===== src/rtl/module_entry_ctrl_if.sv =====
// rtl/module_entry_ctrl_if.sv - operand-entry sequencer signal bundle
// master drives the switch/button/done inputs; slave is the sequencer.
interface module_entry_ctrl_if #(
  parameter int DIGITS = 3
);
  logic [3:0]          gray;
  logic                enter;
  logic                clear;
  logic                op_done;
  logic [4*DIGITS-1:0] first_num;
  logic [4*DIGITS-1:0] second_num;
  logic                op_start;
  logic [1:0]          digit_cnt;
  logic [2:0]          state;
  logic                err;
  logic                timeout;

  modport master (
    output gray, enter, clear, op_done,
    input  first_num, second_num, op_start, digit_cnt, state, err, timeout
  );

  modport slave (
    input  gray, enter, clear, op_done,
    output first_num, second_num, op_start, digit_cnt, state, err, timeout
  );
endinterface


===== src/rtl/module_entry_ctrl.sv =====
// rtl/module_entry_ctrl.sv - dip-switch operand entry, arithmetic launch and watchdog
// Collects two Gray-coded BCD operands, pulses op_start, waits for op_done, holds results.
module module_entry_ctrl #(
  parameter int DIGITS      = 3,
  parameter int WDOG_CYCLES = 1000
) (
  input logic              clk,
  input logic              rst,
  module_entry_ctrl_if.slave bus
);
  localparam int W    = 4 * DIGITS;
  localparam int WD_W = (WDOG_CYCLES > 1) ? $clog2(WDOG_CYCLES) : 1;

  typedef enum logic [2:0] {
    ENTER_A = 3'd0,
    ENTER_B = 3'd1,
    START   = 3'd2,
    WAIT    = 3'd3,
    SHOW    = 3'd4
  } state_t;

  state_t          state_q, state_d;
  logic [W-1:0]    first_q, first_d;
  logic [W-1:0]    second_q, second_d;
  logic [1:0]      cnt_q, cnt_d;
  logic [WD_W-1:0] wd_q, wd_d;
  logic            start_q, start_d;
  logic            err_q, err_d;
  logic            timeout_q, timeout_d;

  logic [3:0] bin;
  logic       digit_ok;
  logic       last_digit;
  logic       wd_expired;

  // Each binary bit is the XOR of all Gray bits at or above it.
  assign bin[3]     = bus.gray[3];
  assign bin[2]     = bus.gray[3] ^ bus.gray[2];
  assign bin[1]     = bus.gray[3] ^ bus.gray[2] ^ bus.gray[1];
  assign bin[0]     = ^bus.gray;
  assign digit_ok   = (bin <= 4'd9);
  assign last_digit = (cnt_q == 2'(DIGITS - 1));
  assign wd_expired = (wd_q == WD_W'(WDOG_CYCLES - 1));

  always_ff @(posedge clk or negedge rst) begin
    if (!rst) begin
      state_q   <= ENTER_A;
      first_q   <= '0;
      second_q  <= '0;
      cnt_q     <= '0;
      wd_q      <= '0;
      start_q   <= 1'b0;
      err_q     <= 1'b0;
      timeout_q <= 1'b0;
    end else begin
      state_q   <= state_d;
      first_q   <= first_d;
      second_q  <= second_d;
      cnt_q     <= cnt_d;
      wd_q      <= wd_d;
      start_q   <= start_d;
      err_q     <= err_d;
      timeout_q <= timeout_d;
    end
  end

  always_comb begin
    state_d   = state_q;
    first_d   = first_q;
    second_d  = second_q;
    cnt_d     = cnt_q;
    wd_d      = wd_q;
    start_d   = 1'b0;
    err_d     = 1'b0;
    timeout_d = timeout_q;

    if (bus.clear) begin
      state_d   = ENTER_A;
      first_d   = '0;
      second_d  = '0;
      cnt_d     = '0;
      timeout_d = 1'b0;
    end else begin
      case (state_q)
        ENTER_A, ENTER_B: begin
          if (bus.enter) begin
            if (digit_ok) begin
              if (state_q == ENTER_A) first_d = {first_q[W-5:0], bin};
              else                    second_d = {second_q[W-5:0], bin};
              if (last_digit) begin
                cnt_d   = '0;
                state_d = (state_q == ENTER_A) ? ENTER_B : START;
              end else begin
                cnt_d = cnt_q + 2'd1;
              end
            end else begin
              err_d = 1'b1;
            end
          end
        end
        // op_start is registered here so a clear in START suppresses it.
        START: begin
          start_d = 1'b1;
          wd_d    = '0;
          state_d = WAIT;
        end
        WAIT: begin
          if (bus.op_done) begin
            state_d = SHOW;
          end else if (wd_expired) begin
            timeout_d = 1'b1;
            state_d   = SHOW;
          end else begin
            wd_d = wd_q + 1'b1;
          end
        end
        SHOW: ;
        default: state_d = ENTER_A;
      endcase
    end
  end

  assign bus.first_num  = first_q;
  assign bus.second_num = second_q;
  assign bus.op_start   = start_q;
  assign bus.digit_cnt  = cnt_q;
  assign bus.state      = state_q;
  assign bus.err        = err_q;
  assign bus.timeout    = timeout_q;
endmodule


===== src/flat_wrapper.sv =====
// flat-port wrapper written by rule: the top's interface ports become plain ports
module module_entry_ctrl_flat 
#(
  parameter int DIGITS      = 3,
  parameter int WDOG_CYCLES = 1000
)
  (clk, rst, bus_gray, bus_enter, bus_clear, bus_op_done, bus_first_num, bus_second_num, bus_op_start, bus_digit_cnt, bus_state, bus_err, bus_timeout);
  module_entry_ctrl_if #(.DIGITS(DIGITS)) bus_i ();
  input logic clk;
  input logic rst;
  input wire logic [$bits(bus_i.gray)-1:0] bus_gray;
  input wire logic [$bits(bus_i.enter)-1:0] bus_enter;
  input wire logic [$bits(bus_i.clear)-1:0] bus_clear;
  input wire logic [$bits(bus_i.op_done)-1:0] bus_op_done;
  output wire logic [$bits(bus_i.first_num)-1:0] bus_first_num;
  output wire logic [$bits(bus_i.second_num)-1:0] bus_second_num;
  output wire logic [$bits(bus_i.op_start)-1:0] bus_op_start;
  output wire logic [$bits(bus_i.digit_cnt)-1:0] bus_digit_cnt;
  output wire logic [$bits(bus_i.state)-1:0] bus_state;
  output wire logic [$bits(bus_i.err)-1:0] bus_err;
  output wire logic [$bits(bus_i.timeout)-1:0] bus_timeout;
  assign bus_i.gray = bus_gray;
  assign bus_i.enter = bus_enter;
  assign bus_i.clear = bus_clear;
  assign bus_i.op_done = bus_op_done;
  assign bus_first_num = bus_i.first_num;
  assign bus_second_num = bus_i.second_num;
  assign bus_op_start = bus_i.op_start;
  assign bus_digit_cnt = bus_i.digit_cnt;
  assign bus_state = bus_i.state;
  assign bus_err = bus_i.err;
  assign bus_timeout = bus_i.timeout;
  module_entry_ctrl #(.DIGITS(DIGITS), .WDOG_CYCLES(WDOG_CYCLES)) u_core (.clk(clk), .rst(rst), .bus(bus_i));
endmodule

===== config.mk =====
export PLATFORM = sky130hd
export DESIGN_NAME = module_entry_ctrl_flat
export DESIGN_NICKNAME = d
export VERILOG_FILES = /design/src/rtl/module_entry_ctrl_if.sv /design/src/rtl/module_entry_ctrl.sv /design/src/flat_wrapper.sv
export SDC_FILE = /design/constraint.sdc
export NUM_CORES = 1
export LEC_CHECK = 0
export CAP_MARGIN = 20
export CORE_UTILIZATION = 40
export DETAILED_ROUTE_END_ITERATION = 12
export SKIP_LAST_GASP = 1
export SLEW_MARGIN = 20
export SYNTH_ARGS = -nofsm -noshare
export SYNTH_HDL_FRONTEND = slang
export SYNTH_SLANG_ARGS = --single-unit

===== constraint.sdc =====
create_clock -name clk -period 2.5 [get_ports clk]
set_clock_uncertainty 0.05 [all_clocks]
set_input_delay 0.375 -clock clk [delete_from_list [all_inputs] [get_ports clk]]
set_output_delay 0.375 -clock clk [all_outputs]
set_load 0.1 [all_outputs]

---- After elaboration in Yosys (flattened, before gate mapping) ----
Cells that the tools add are included.
storage, ports and cells
  register bits after elaboration ......... 42
  latch bits .............................. 0
  memory bits (writable) .................. 0
  ROM bits ................................ 0
  input bits .............................. 9
  output and inout bits ................... 32
  memories kept ........................... 0
cells by class
  $add $sub $neg .......................... 2
  $mul .................................... 0
  div/mod/pow operators ................... 0
  order comparisons ....................... 1
  eq/ne operators ......................... 15
  shift-type cells ........................ 0
  multiplexer cells ....................... 36
  bitwise gates (word level) .............. 3
  reduce and logical (&&, ||, !) cells .... 16
operator list
  operator                                                number
  two-way mux 12 bit                                      10
  two-way mux 10 bit                                      2
  case mux 10 bit (2 select lines)                        1
  two-way mux 3 bit                                       6
  nonzero test 2 bit                                      7
  two-way mux 2 bit                                       6
  case mux 3 bit (4 select lines)                         1
  AND reduction 4 bit                                     3
  adder 10 x 1 -> 10 bit (second input constant)          1
  equality test 10 bit (second input constant)            1
  two-way mux 1 bit                                       10
  inequality test 2 bit (second input constant)           5
  equality test 3 x 2 -> 1 bit (second input constant)    2
  inequality test 3 x 2 -> 1 bit (second input constant)  2
  AND reduction 3 bit                                     2
  AND reduction 5 bit                                     1
  <= comparator 4 bit (second input constant)             1
  inequality test 4 x 3 -> 1 bit (second input constant)  1
  parity 4 bit                                            1
  equality test 3 x 1 -> 1 bit (second input constant)    1
  equality test 3 bit (second input constant)             1
  zero test 3 bit                                         1
  inequality test 3 bit (second input constant)           1
  adder 2 x 1 -> 2 bit (second input constant)            1
  other kinds (4)                                         5

---- Logic depth before layout (Yosys ltp) ----
  depth in word-level cells ............... 7
  mapped depth ............................ 7
  gate-level depth less buffers ........... 6

---- Worst setup path before layout ----
OpenSTA, ideal clock, no wires.
  path type ............................... register -> register
  start point ............................. register u_core.state_q[1] (netlist: u_core.bus.state[1])
  end point ............................... register u_core.second_q[10] (netlist: u_core.bus.second_num[10])
  setup time .............................. 0.132 ns
  arrival ................................. 2.276 ns
  slack ................................... 0.042 ns
  stages on the path, launching flop included .. 7
  period minus slack after synthesis ...... 2.458 ns
  cells stage by stage .................... dfrtp_1 > buf_2 > nand2b_1 > a2111oi_4 > buf_6 > mux2i_1 > nor2_1
between the ends
  cells in the longest elaborated chain, start to end .. 4
RTL lines
  element                                                          RTL line                                          source
  start, declared                                                  module_entry_ctrl.sv:22                           state_t state_q, state_d;
  start signal, assigned                                           module_entry_ctrl.sv:56                           state_q <= state_d;
  equality test 3 x 1 -> 1 bit or zero test 3 bit (tied branches)  module_entry_ctrl.sv:84, module_entry_ctrl.sv:88
  OR reduction 2 bit                                               module_entry_ctrl.sv:84                           case (state_q)
  nonzero test 2 bit (no source line)                              -
  AND reduction 4 bit (no source line) *                           -
  end signal, assigned                                             module_entry_ctrl.sv:58                           second_q <= second_d;
  end, declared                                                    module_entry_ctrl.sv:24                           logic [W-1:0] second_q, second_d;
Every way passes the cells marked *; elsewhere a longest branch is shown, timed or not.
A chain may end at the register's enable or synchronous reset.

---- Worst setup path after layout ----
  start point ............................. input port bus_gray[2]
  end point ............................... register u_core.cnt_q[0] (netlist: u_core.bus.digit_cnt[0])
between the ends
  cells in the longest elaborated chain, start to end .. 5
RTL lines
  element                                 RTL line                                          source
  start, declared                         flat_wrapper.sv:11                                input wire logic [$bits(bus_i.gray)-1:0] bus_gray;
  bitwise XOR 1 bit                       module_entry_ctrl.sv:38, module_entry_ctrl.sv:39
  bitwise XOR 1 bit                       module_entry_ctrl.sv:39                           assign bin[1] = bus.gray[3] ^ bus.gray[2] ^ bus.gray[1];
  <= comparator 4 bit *                   module_entry_ctrl.sv:41                           assign digit_ok = (bin <= 4'd9);
  nonzero test 2 bit (no source line) *   -
  AND reduction 3 bit (no source line) *  -
  end signal, assigned                    module_entry_ctrl.sv:59                           cnt_q <= cnt_d;
  end, declared                           module_entry_ctrl.sv:25                           logic [1:0] cnt_q, cnt_d;
Marked as above.

==> metrics.txt <==
design area 2542 um2; Longest Clk Path Bufs 2; initial antenna violation count 0; share of the synthesized area in the top cell type 0.5195; RSZ-0062 raised after global routing no; PwrDens 534.3 nW/um2; Worst Setup Start Kind input port; CTS tree built; Synth cell types 40; Final WS setup 0.1814 ns; post-synthesis async set-or-reset flop share 1.000; leakage power 1.183 nW; GRT Overall Usage 0.1799; Req. time, crit path 2.62 ns; total chip power 1.358 mW; Starting DRT DRC Count 65; largest net degree at the start of global routing 43; Final Max Slew Viols 0; Place WS -0.1121 ns; post-CTS setup buffer count 0; Highest Clock Rate 431.3 MHz; final WL 4.258 mm; num ports 41; DRC viols 0; final worst path period share 0.9274; R2R Setup Slk 0.58 ns; critical path type input port to register; crit path max fanout 4; status finished clean; Synth-to-Final Area Change 25.66%; crit end category register; register area share after synthesis 0.5195; number of port buffers 40; dpl cell area 2466 um2; ant diodes 0; DR vias/cell 5.084; share of post-route cells with drive strength above 1 0.2664; largest area contributor in the netlist dfrtp_1; drt first pass iters 4; Final Hold Fails 0; total nets after synthesis 192; Die H 73.12 um; Cell Area, Synth 2023 um2; crit path DAT 2.44 ns; Routed WL per cell 14.39 um; initial core utilization 0.4227; synth warn 0; DP Wirelength 3.032 mm; antenna viol nets, final 0; CTS root buffer clkbuf_8; top_reg_cell synth dfrtp_1; min cycle time layout 2.319 ns; WHS 0.1739 ns; first-pass GRT wire length 7.134 mm; Std-Cell Rows 25; worst hold path type input port to asynchronous set/reset pin; Clock transition at path regs 0.07 ns; endpoints failing setup 0; via count 1505; Clock H-tree levels 2; Final nets 241; core area 4786 um2; EDFF count, synth 0; Max Cap Viol 0; Slew Limit Headroom 0.3741; RePlAce Congestion 0.7982; clk_lat worst skew 0.29 ns; Mapped Cells 180; Worst Tran Pin Value 0.9388 ns; synthesized flop and latch total 42; average cell area after synthesis 11.24 um2; Synth area leaders dfrtp_1, mux2i_1, nor2_1, a2111oi_4, a211oi_2; die area 5347 um2; GRT Residual Overflow 0; Worst IR Drop VDD 0.0002234 V; Resize count post-CTS 0; R2R Path Start u_core.bus.state[1]$_DFFE_PN0P_; Die W 73.12 um; Reg-to-Reg End u_core.bus.second_num[3]$_DFFE_PN0P_; Num CTS Buffers 5; Sink Count 42; number of global-route vias before repair 1520; hold buffer count at CTS 0; FF-to-FF path depth 5
-- cell usage after synthesis, types with 3 or more instances --
master    instances
inv_1             3
ha_1              3
mux2i_1          23
a21oi_1           7
dfrtp_1          42
a211oi_2          3
clkbuf_1          5
nand3_1           3
nor3_1            3
or3_1             3
nand3b_1          4
nor2_1           30
xor2_1            3
nand2b_1          3
nand2_1           7
nand4_1           3
-- critical path, cell delays in order --
cell and delay, ns:
clkdlybuf4s50_1 0.49, inv_1 0.05, ha_1 0.33, xnor2_2 0.22, buf_4 0.18, a2111oi_2 0.49, mux2i_1 0.24, nor2_1 0.06
-- worst max path at each step --
stage	from	endpoint	cells past startpoint
4_1_cts	bus_gray[2]	u_core.bus.digit_cnt[0]$_DFFE_PN0P_	8
2_1_floorplan	u_core.bus.state[1]$_DFFE_PN0P_	u_core.bus.second_num[10]$_DFFE_PN0P_	6
3_3_place_gp	bus_gray[2]	u_core.bus.digit_cnt[0]$_DFFE_PN0P_	8
6_report	bus_gray[2]	u_core.bus.digit_cnt[0]$_DFFE_PN0P_	8
5_1_grt	bus_gray[2]	u_core.bus.digit_cnt[0]$_DFFE_PN0P_	8
3_5_place_dp	bus_gray[2]	u_core.bus.digit_cnt[0]$_DFFE_PN0P_	8
-- metrics by stage --
step             util  setup TNS [ns]  std cells
4_1_cts        0.5312               0        296
5_1_grt        0.5312               0        296
3_3_place_gp   0.5153         -0.2323        289
6_report       0.5312               0        296
2_1_floorplan       -               0        180
3_5_place_dp   0.5153         -0.6518        289
-- state kept, by name (all words and copies together), names as in the netlist --
register and count:
u_core.bus.digit_cnt 2, u_core.bus.err 1, u_core.bus.first_num 12, u_core.bus.op_start 1
u_core.bus.second_num 12, u_core.bus.state 3, u_core.bus.timeout 1, u_core.wd_q 10
-- metal layers --
| layer | up-vias | part of all wire | routed length, um | track usage |
|---|---|---|---|---|
| met3 | 7 | 0.039 | 168 | 0.04558 |
| met5 | - | 0 | 0 | 0 |
| li1 | 736 | - | - | - |
| met4 | 0 | 0.017 | 72 | 0.07190 |
| met2 | 29 | 0.50 | 2141 | 0.3076 |
| met1 | 733 | 0.44 | 1875 | 0.2157 |
-- cells by family (layout without fill, tap and decap cells) --
family / count (synthesis) / count (layout) / share of synthesized area
buf+inv: 13 / 62 / 0.03277
mux: 24 / 24 / 0.1194
xor+xnor: 5 / 5 / 0.02536
fa+ha+maj: 3 / 3 / 0.01855
compound gates: 23 / 23 / 0.1064
flops: 42 / 42 / 0.5195
simple gates: 70 / 70 / 0.1781
-- final cells by class --
| cell class | count | area [um2] |
|---|---|---|
| Inverter | 4 | 15.01 |
| Clock buffer | 7 | 76.32 |
| Timing Repair Buffer | 51 | 410.4 |
| Fill cell | 457 | 2243 |
| Tap cell | 67 | 83.83 |
| Sequential cell | 42 | 1051 |
| Multi-Input combinational cell | 125 | 905.9 |
-- report_power, final --
part | switching, mW | total [mW] | internal, mW
clock network | 0.215 | 0.407 | 0.192
registers | 0.0115 | 0.703 | 0.692
logic | 0.174 | 0.248 | 0.0743
total | 0.400 | 1.36 | 0.958
-- cells in the final DEF, fill, tap and decap left out, types with 4 or more instances in the layout --
cell type,synthesis,routed
clkbuf_8,0,5
clkdlybuf4s50_1,0,7
nor2_1,30,30
nand3b_1,4,4
a21oi_1,7,7
nand2_1,7,7
dfrtp_1,42,42
mux2i_1,23,23
buf_4,0,42
Power figures use the tool's default switching activity.
